`src/rtl/tri_pixel_buffer.sv`:
```
// Captures rasterizer pixels into an 8x8 bitmap, counts distinct pixels and serves row reads.
// Optional bounding-box tracking is enabled by defining TRI_PIXBUF_BBOX_EN.
module tri_pixel_buffer (
  input  logic       clk,
  input  logic       reset,
  input  logic       busy,
  input  logic       po,
  input  logic [2:0] xo,
  input  logic [2:0] yo,
  input  logic       rd_en,
  input  logic [2:0] rd_row,
  output logic [7:0] row_data,
  output logic       row_valid,
  output logic       frame_done,
  output logic [6:0] pix_cnt
`ifdef TRI_PIXBUF_BBOX_EN
  ,
  output logic [2:0] bbox_xmin,
  output logic [2:0] bbox_xmax,
  output logic [2:0] bbox_ymin,
  output logic [2:0] bbox_ymax,
  output logic       bbox_valid
`endif
);

  typedef enum logic [1:0] {IDLE = 2'd0, CAPTURE = 2'd1, DONE = 2'd2} state_t;

  state_t      state_q, state_d;
  logic [63:0] bm_q, bm_d;
  logic        busy_dly_q, busy_dly_d;
  logic [7:0]  row_data_q, row_data_d;
  logic        row_valid_q, row_valid_d;
  logic        frame_done_q, frame_done_d;
  logic [6:0]  pix_cnt_q, pix_cnt_d;

  logic       busy_rise;
  logic       start_frame;
  logic       capture_en;
  logic       frame_end;
  logic       rd_allow;
  logic [5:0] pix_idx;

  assign busy_rise = busy && !busy_dly_q;
  assign pix_idx   = {yo, xo};

  // FSM: state register
  always_ff @(posedge clk or negedge reset) begin
    if (!reset) state_q <= IDLE;
    else        state_q <= state_d;
  end

  // FSM: next state
  always_comb begin
    state_d = state_q;
    case (state_q)
      IDLE:    if (busy_rise) state_d = CAPTURE;
      CAPTURE: if (!busy)     state_d = DONE;
      DONE:    if (busy_rise) state_d = CAPTURE;
      default: state_d = IDLE;
    endcase
  end

  // FSM: decoded controls; a capture start takes priority over a read
  always_comb begin
    start_frame = (state_q != CAPTURE) && busy_rise;
    capture_en  = (state_q == CAPTURE);
    frame_end   = (state_q == CAPTURE) && !busy;
    rd_allow    = (state_q != CAPTURE) && !busy_rise;
  end

`ifdef TRI_PIXBUF_BBOX_EN
  logic [2:0] xmin_q, xmin_d, xmax_q, xmax_d;
  logic [2:0] ymin_q, ymin_d, ymax_q, ymax_d;
  logic       bbv_q, bbv_d;
`endif

  always_comb begin
    bm_d         = bm_q;
    pix_cnt_d    = pix_cnt_q;
    busy_dly_d   = busy;
    frame_done_d = frame_end;
    row_data_d   = row_data_q;
    row_valid_d  = 1'b0;
`ifdef TRI_PIXBUF_BBOX_EN
    xmin_d = xmin_q;
    xmax_d = xmax_q;
    ymin_d = ymin_q;
    ymax_d = ymax_q;
    bbv_d  = bbv_q;
`endif
    if (start_frame) begin
      bm_d      = '0;
      pix_cnt_d = '0;
`ifdef TRI_PIXBUF_BBOX_EN
      xmin_d = 3'd7;
      xmax_d = 3'd0;
      ymin_d = 3'd7;
      ymax_d = 3'd0;
      bbv_d  = 1'b0;
`endif
    end else if (capture_en && po) begin
      bm_d[pix_idx] = 1'b1;
      // Only first hits count; 64 is the ceiling since the bitmap has 64 bits
      if (!bm_q[pix_idx] && (pix_cnt_q != 7'd64))
        pix_cnt_d = pix_cnt_q + 7'd1;
`ifdef TRI_PIXBUF_BBOX_EN
      xmin_d = (xo < xmin_q) ? xo : xmin_q;
      xmax_d = (xo > xmax_q) ? xo : xmax_q;
      ymin_d = (yo < ymin_q) ? yo : ymin_q;
      ymax_d = (yo > ymax_q) ? yo : ymax_q;
      bbv_d  = 1'b1;
`endif
    end
    if (rd_allow && rd_en) begin
      row_data_d  = bm_q[{rd_row, 3'b000} +: 8];
      row_valid_d = 1'b1;
    end
  end

  always_ff @(posedge clk or negedge reset) begin
    if (!reset) begin
      bm_q         <= '0;
      pix_cnt_q    <= '0;
      busy_dly_q   <= 1'b0;
      frame_done_q <= 1'b0;
      row_data_q   <= '0;
      row_valid_q  <= 1'b0;
    end else begin
      bm_q         <= bm_d;
      pix_cnt_q    <= pix_cnt_d;
      busy_dly_q   <= busy_dly_d;
      frame_done_q <= frame_done_d;
      row_data_q   <= row_data_d;
      row_valid_q  <= row_valid_d;
    end
  end

`ifdef TRI_PIXBUF_BBOX_EN
  always_ff @(posedge clk or negedge reset) begin
    if (!reset) begin
      xmin_q <= 3'd7;
      xmax_q <= 3'd0;
      ymin_q <= 3'd7;
      ymax_q <= 3'd0;
      bbv_q  <= 1'b0;
    end else begin
      xmin_q <= xmin_d;
      xmax_q <= xmax_d;
      ymin_q <= ymin_d;
      ymax_q <= ymax_d;
      bbv_q  <= bbv_d;
    end
  end

  assign bbox_xmin  = xmin_q;
  assign bbox_xmax  = xmax_q;
  assign bbox_ymin  = ymin_q;
  assign bbox_ymax  = ymax_q;
  assign bbox_valid = bbv_q;
`endif

  assign row_data   = row_data_q;
  assign row_valid  = row_valid_q;
  assign frame_done = frame_done_q;
  assign pix_cnt    = pix_cnt_q;

endmodule

```
`config.mk`:
```
export PLATFORM = sky130hd
export DESIGN_NAME = tri_pixel_buffer
export DESIGN_NICKNAME = d
export VERILOG_FILES = /design/src/rtl/tri_pixel_buffer.sv
export SDC_FILE = /design/constraint.sdc
export NUM_CORES = 1
export LEC_CHECK = 0
export ABC_CLOCK_PERIOD_IN_PS = 2870
export BUFFER_PORTS_ARGS = -buffer_cell sky130_fd_sc_hd__buf_2
export CORE_ASPECT_RATIO = 0.8
export CORE_MARGIN = 8
export CORE_UTILIZATION = 40
export CTS_CLUSTER_SIZE = 20
export DETAILED_ROUTE_END_ITERATION = 10
export PLACE_DENSITY_LB_ADDON = 0.08
export SETUP_SLACK_MARGIN = 0.1
export SYNTH_ARGS = -nofsm -noshare
export SYNTH_HDL_FRONTEND = slang
export SYNTH_SLANG_ARGS = --single-unit
```
`constraint.sdc`:
```
create_clock -name clk -period 2.87 [get_ports clk]
set_clock_uncertainty 0.05 [all_clocks]
set_input_delay 0.574 -clock clk [delete_from_list [all_inputs] [get_ports clk]]
set_output_delay 0.574 -clock clk [all_outputs]
set_load 0.03 [all_outputs]
```
==> results.yml, run 1 <==
detailed_routing:
  vias: 3548
  wl_per_cell_um: 21.0
  remaining_drc_errors: 0
  drtIter0Drc: 440
  detail-route-antenna-nets: 0
  routed_wl_um: 13200
  firstDrtPassIters: 7
  routed_via_density: 5.67
sta:
  finalMaxSlewViolations: 0
  hold_violations: 0
  min_period_over_period_pct: 94.5
  min_period_ns: 2.71
  setup_tns_ns: 0
  relSlewSlack_pct: 48.1
  max_freq_ghz: 0.369
  finalSetupViolCount: 0
  rsz0062_at_grt: "false"
  tightest_slew_ns: 0.776
floorplan:
  start_util_pct: 40.8
  pin_count: 31
  core_mm2: 0.0108
  dieArea_mm2: 0.0147
  die_w_um: 133
  num_rows: 34
  die_h_um: 110
clocking:
  clock_path_buffers: 2
  numCtsBuffers: 9
  cts_root_buffer: "clkbuf_16"
  cts_tree: "built"
  clk_latency_ns: 0.34
  cts-htree-levels: 3
  ctsHoldBuffers: 0
  clkTransAtPathRegs_ns: 0.06
  clock_sinks: 84
synth:
  synth-simple-area-share_pct: 14.8
  synth_area_leader_cell: "dfrtp_1"
  synth_top_family_by_area: "multiplexers"
  synth_seq_cells: 84
  synth_compound_area_share_pct: 14.5
  synth_most_common_cell: "dfrtp_1"
  syn_area_mm2: 0.00441
  synthXorXnorAreaFrac_pct: 0.397
  synthAdderAreaFrac_pct: 0.568
  ys_types: 58
  ys_async_sr_fraction_pct: 100
  ys_seq_area_share_pct: 47.7
  syn_inst: 414
  synth_enable_flop_cells: 0
  avgSynthCellArea_um2: 10.6
  yosys_warnings: 0
  synthesis.nets: 430
  synth_top_area_share_pct: 47.7
  synthFlopType: "dfrtp_1"
  synth_mux_area_share_pct: 16.5
  synthTopCellsByArea: "dfrtp_1, mux4_2, a21oi_1"
  synthTopCellsByCount: "dfrtp_1, nor2_1, a21oi_1, mux4_2, nand2_1"
min_path:
  hold_path.class: "in2async"
placement:
  dp_hpwl_um: 9720
  place_congestion: 0.872
  port_buffers: 30
  dp_cells: 608
status:
  status: "finished, final reports clean"
finish:
  drive_gt1_share_pct: 28.4
  fin_cells: 626
  insertedDiodeCount: 0
  fill_cells: 1030
  num-nets-final: 493
  fin_util_pct: 49.1
  area_delta_synth_final_pct: 20.3
global_route:
  grt_usage_pct: 18.7
  grt_pass1_wl_um: 21000
  grt_pass1_vias: 3541
  grt_overflow: 0
  use_met3_pct: 4.11
  grt_max_degree: 69
  grt.met1_usage_pct: 27.8
  antenna_found_initial: 0
  use_met2_pct: 26.9
  grt_busiest_layer: "met1"
power_and_ir_drop:
  peakVddDrop_uv: 280
  power_w: 0.00296
  power_density_mw_per_mm2: 557
  leakagePower_nw: 2.50
critical_path:
  rrSetupSlack_ns: 0.16
  path_class: "reg2reg"
  worstPathArrival_ns: 2.92
  crit_fanout: 3
  cp.required_ns: 3.08
  slowest_delay_ns: 0.51
  crit_path_end_kind: "flop"
  cp_cell_sequence: "mux4_2 > mux2_4 > a22oi_2 > o311ai_1 > or4_4 > or4_1 > a21oi_1"
  start_kind: "flop"
  crit_slowest_cell: "or4_1"
job:
  maxCapViolCount: 0
-- worst max-delay path, delay by kind of cell (launching register included) --
| kind | cells | cell delay [ns] |
|---|---|---|
| flip-flops | 1 | 0.42 |
| AND/OR/NAND/NOR | 2 | 0.95 |
| multiplexers | 2 | 0.76 |
| AO/OA/AOI/OAI | 3 | 0.43 |
-- layer usage --
layer,up-vias,wire length [um]
met5,-,0
met4,0,234
met3,18,815
met2,126,5600
met1,1782,6510
li1,1622,-
-- where the power goes --
group          internal, W  switching [W]
clock network     0.000856       0.000478
logic             0.000143       0.000228
registers          0.00122      0.0000334
-- stage by stage --
stage          hold WS, ns  setup WS (ns)  cell area [um^2]
2_1_floorplan        0.228       -0.00823              4420
3_3_place_gp         0.408         -0.187              4920
3_5_place_dp         0.418         -0.223              4920
4_1_cts              0.166          0.137              5270
5_1_grt              0.194          0.100              5300
6_report             0.154          0.158              5300
-- path summary, 6_finish.rpt --
path	endpoint	startpoint	cells after the start
setup / recovery	pix_cnt[6]	bm_q[19]	7
hold / removal	row_valid	reset	1
setup reg to reg	pix_cnt[6]	bm_q[19]	7
hold reg to reg	row_data[3]	row_data[3]	2
max in group asynchronous	bm_q[54]	reset	2
min in group clk	busy_dly_q	busy	1
-- placed cells by master, fill, tap and decap left out, drive strengths merged, types with 3 or more instances in the layout --
master / synthesis / layout
nand3: 4 / 4
nor2: 79 / 79
o31ai: 4 / 4
nand2b: 6 / 6
clkbuf: 13 / 10
mux4: 24 / 24
and3: 4 / 4
buf: 15 / 79
nor2b: 6 / 6
dfrtp: 84 / 84
nor3: 9 / 9
mux2: 5 / 5
nand2: 17 / 17
o21ai: 11 / 11
inv: 6 / 8
a21oi: 62 / 62
mux2i: 13 / 13
bufinv: 1 / 4
a31oi: 10 / 10
o211ai: 3 / 3
or4: 3 / 3
and2: 3 / 3
-- cells by family (layout without fill, tap and decap cells) --
| group | count (synthesis) | after routing |
|---|---|---|
| AOI/OAI and AO/OA | 108 | 108 |
| adders and majority gates | 2 | 2 |
| muxes | 42 | 42 |
| buffers and inverters | 35 | 103 |
| DFF | 84 | 84 |
| xor gates and xnor gates | 2 | 2 |
| and+or+nand+nor | 141 | 141 |
-- flip-flops by register name, summed over array words and instances, names as in the netlist --
signal	count
bm_q	64
row_data	8
pix_cnt	7
state_q	2
busy_dly_q	1
frame_done	1
row_valid	1
-- what timing repair did --
action	4_1_cts	5_1_grt
buffers inserted	0	1
resized for setup	0	8
setup endpoints to repair	0	5
-- area by class of cell --
cell class                      count  area [um^2]  share of cell area [%]
Clock buffer                        9          225                    4.25
Inverter                            7         40.0                   0.755
Multi-Input combinational cell    295         2080                    39.2
Sequential cell                    84         2100                    39.6
Clock inverter                      7          123                    2.31
Timing Repair Buffer               80          554                    10.5
Tap cell                          144          180                    3.40
No activity file was read; power rests on OpenSTA's default activity.
==> inputs of run 2 (changes only) <==
Settings changed: BUFFER_PORTS_ARGS -buffer_cell sky130_fd_sc_hd__buf_2 to -buffer_cell sky130_fd_sc_hd__buf_4.
==> run 2 against run 1 <==
  * Hold slack gained 0.035 ns
  * Combinational power fell by 2%
  * Fmax down 0.14%
  * Clock-buffer cell count is 2 higher
  * Power is 2.6% lower
  * Critical path depth increased by 1
  * Cell count fell by 1.1%
  * Core utilization about the same
  * Sequential share of layout area hardly changed
  * Routed wire length decreased by 4.4%
  * Critical endpoint is now pix_cnt[3]
  * Largest cell class unchanged
  * Largest power group unchanged
==> results.yml, run 2 (synthesized netlist as in run 1, its figures left out) <==
status:
  status: "finished, final reports clean"
sta:
  relSlewSlack_pct: 51.6
  finalSetupViolCount: 0
  max_freq_ghz: 0.368
  min_period_ns: 2.72
  min_period_over_period_pct: 94.6
  rsz0062_at_grt: "true"
  finalMaxSlewViolations: 0
  setup_slack_ns: 0.155
  hold_violations: 0
  tightest_slew_ns: 0.725
power_and_ir_drop:
  power_w: 0.00288
  p_sw_share_pct: 25.3
  peakVddDrop_uv: 373
  switching_power_w: 0.000727
  p_clk_share_pct: 43.8
  seqPwrFrac_pct: 43.4
  p_int_w: 0.00215
  leakagePower_nw: 2.47
  comb_power_share_pct: 12.7
  power_density_mw_per_mm2: 543
clocking:
  clock_sinks: 84
  cts_root_buffer: "clkbuf_16"
  clock_path_buffers: 2
  cts-htree-levels: 3
  clkTransAtPathRegs_ns: 0.06
  cts_tree: "built"
  ctsHoldBuffers: 0
  clk_latency_ns: 0.34
  numCtsBuffers: 9
detailed_routing:
  routed_via_density: 5.70
  routed_wl_um: 12600
  drtIter0Drc: 325
  firstDrtPassIters: 5
  detail-route-antenna-nets: 0
  vias: 3529
  remaining_drc_errors: 0
  wl_per_cell_um: 20.3
finish:
  largest_register_ffs: 64
  drive_gt1_share_pct: 27.6
  multiInputGateArea_mm2: 0.00208
  layout_common_cells: "dfrtp_1, nor2_1, buf_4, a21oi_1, mux4_2"
  fin_area_mm2: 0.00530
  num-nets-final: 486
  fill_cells: 1051
  final-seq-area_mm2: 0.00210
  area_delta_synth_final_pct: 20.2
  insertedDiodeCount: 0
  largest-register: "bm_q"
  fin_cells: 619
  final_common_cell: "dfrtp_1"
floorplan:
  die_h_um: 110
  die_w_um: 133
  dieArea_mm2: 0.0147
  num_rows: 34
  core_mm2: 0.0108
  start_util_pct: 40.8
  pin_count: 31
placement:
  dp_cells: 602
  dp_hpwl_um: 9310
  place_ws_ns: -0.307
  port_buffers: 30
  postPlaceCellArea_mm2: 0.00493
  place_congestion: 0.909
critical_path:
  start_kind: "flop"
  path_class: "reg2reg"
  crit_fanout: 11
  reg2regPathDepth: 8
  worstReg2RegStart: "bm_q[23]"
  cp.required_ns: 3.09
  crit_path_end_kind: "flop"
  r2r_end: "pix_cnt[3]"
  rrSetupSlack_ns: 0.15
  worstPathArrival_ns: 2.94
job:
  maxCapViolCount: 0
min_path:
  hold_path.class: "in2async"
global_route:
  grt_overflow: 0
  grt_pass1_vias: 3391
  antenna_found_initial: 0
  grt_max_degree: 69
  grt_usage_pct: 18.0
  grt_pass1_wl_um: 20000
run 2: cell count changes in the layout (fill, tap and decap cells not counted), sizes merged:
cell,delta
clkinvlp,-1
clkbuf,+1
buf,-6
clkinv,+2
inv,-2
bufinv,-1
run 2: stage by stage:
stage	utilization [%]	setup TNS (ns)	hold slack (ns)
floorplan	-	-0.00823	0.228
global placement	45.7	-0.789	0.415
detailed placement	45.7	-1.02	0.424
CTS	48.7	0	0.209
global route	49.0	0	0.229
finish	49.0	0	0.189
run 2: routing by layer:
layer	up-vias	wire length, um	GRT usage [%]
met3	10	884	5.07
met4	0	138	5.20
li1	1613	-	-
met5	-	0	0
met1	1793	6140	25.8
met2	113	5410	25.9
run 2: timing repair:
| item | CTS | global route |
|---|---|---|
| pin swaps | 0 | 2 |
| resized for setup | 1 | 6 |
| gates cloned | 0 | 0 |
| setup endpoints to repair | 1 | 2 |
| setup buffers | 0 | 1 |
run 2: how the worst max path moves through the flow:
stage	start	to	slack (ns)	cells past startpoint
finish	bm_q[23]	pix_cnt[3]	0.15	8
floorplan	xo[1]	pix_cnt[6]	-0.008	8
CTS	bm_q[23]	pix_cnt[3]	0.11	8
detailed placement	xo[1]	pix_cnt[3]	-0.31	10
global route	bm_q[23]	pix_cnt[3]	0.06	8
global placement	xo[1]	pix_cnt[3]	-0.24	10
run 2: power groups by stage:
stage | clock, W | combinational (W) | sequential, W
2_1_floorplan | 0 | 0.000207 | 0.00129
3_3_place_gp | 0 | 0.000363 | 0.00127
3_5_place_dp | 0 | 0.000367 | 0.00127
4_1_cts | 0.00129 | 0.000368 | 0.00125
5_1_grt | 0.00134 | 0.000402 | 0.00125
6_report | 0.00126 | 0.000366 | 0.00125
run 2: area by class of cell:
cell class,instances,share of cell area (%)
sequential,84,39.7
multi-input combinational,295,39.3
timing repair buffer,73,10.6
clock buffer,11,4.58
tap,144,3.40
clock inverter,5,1.61
inverter,7,0.756
run 2: critical path, stage by stage, from the launching register on:
cell,delay [ns]
dfrtp_1,0.41
mux4_2,0.47
mux2_4,0.29
a22oi_2,0.19
o311ai_1,0.13
or4_4,0.45
buf_6,0.16
or3_4,0.36
a21oi_2,0.13
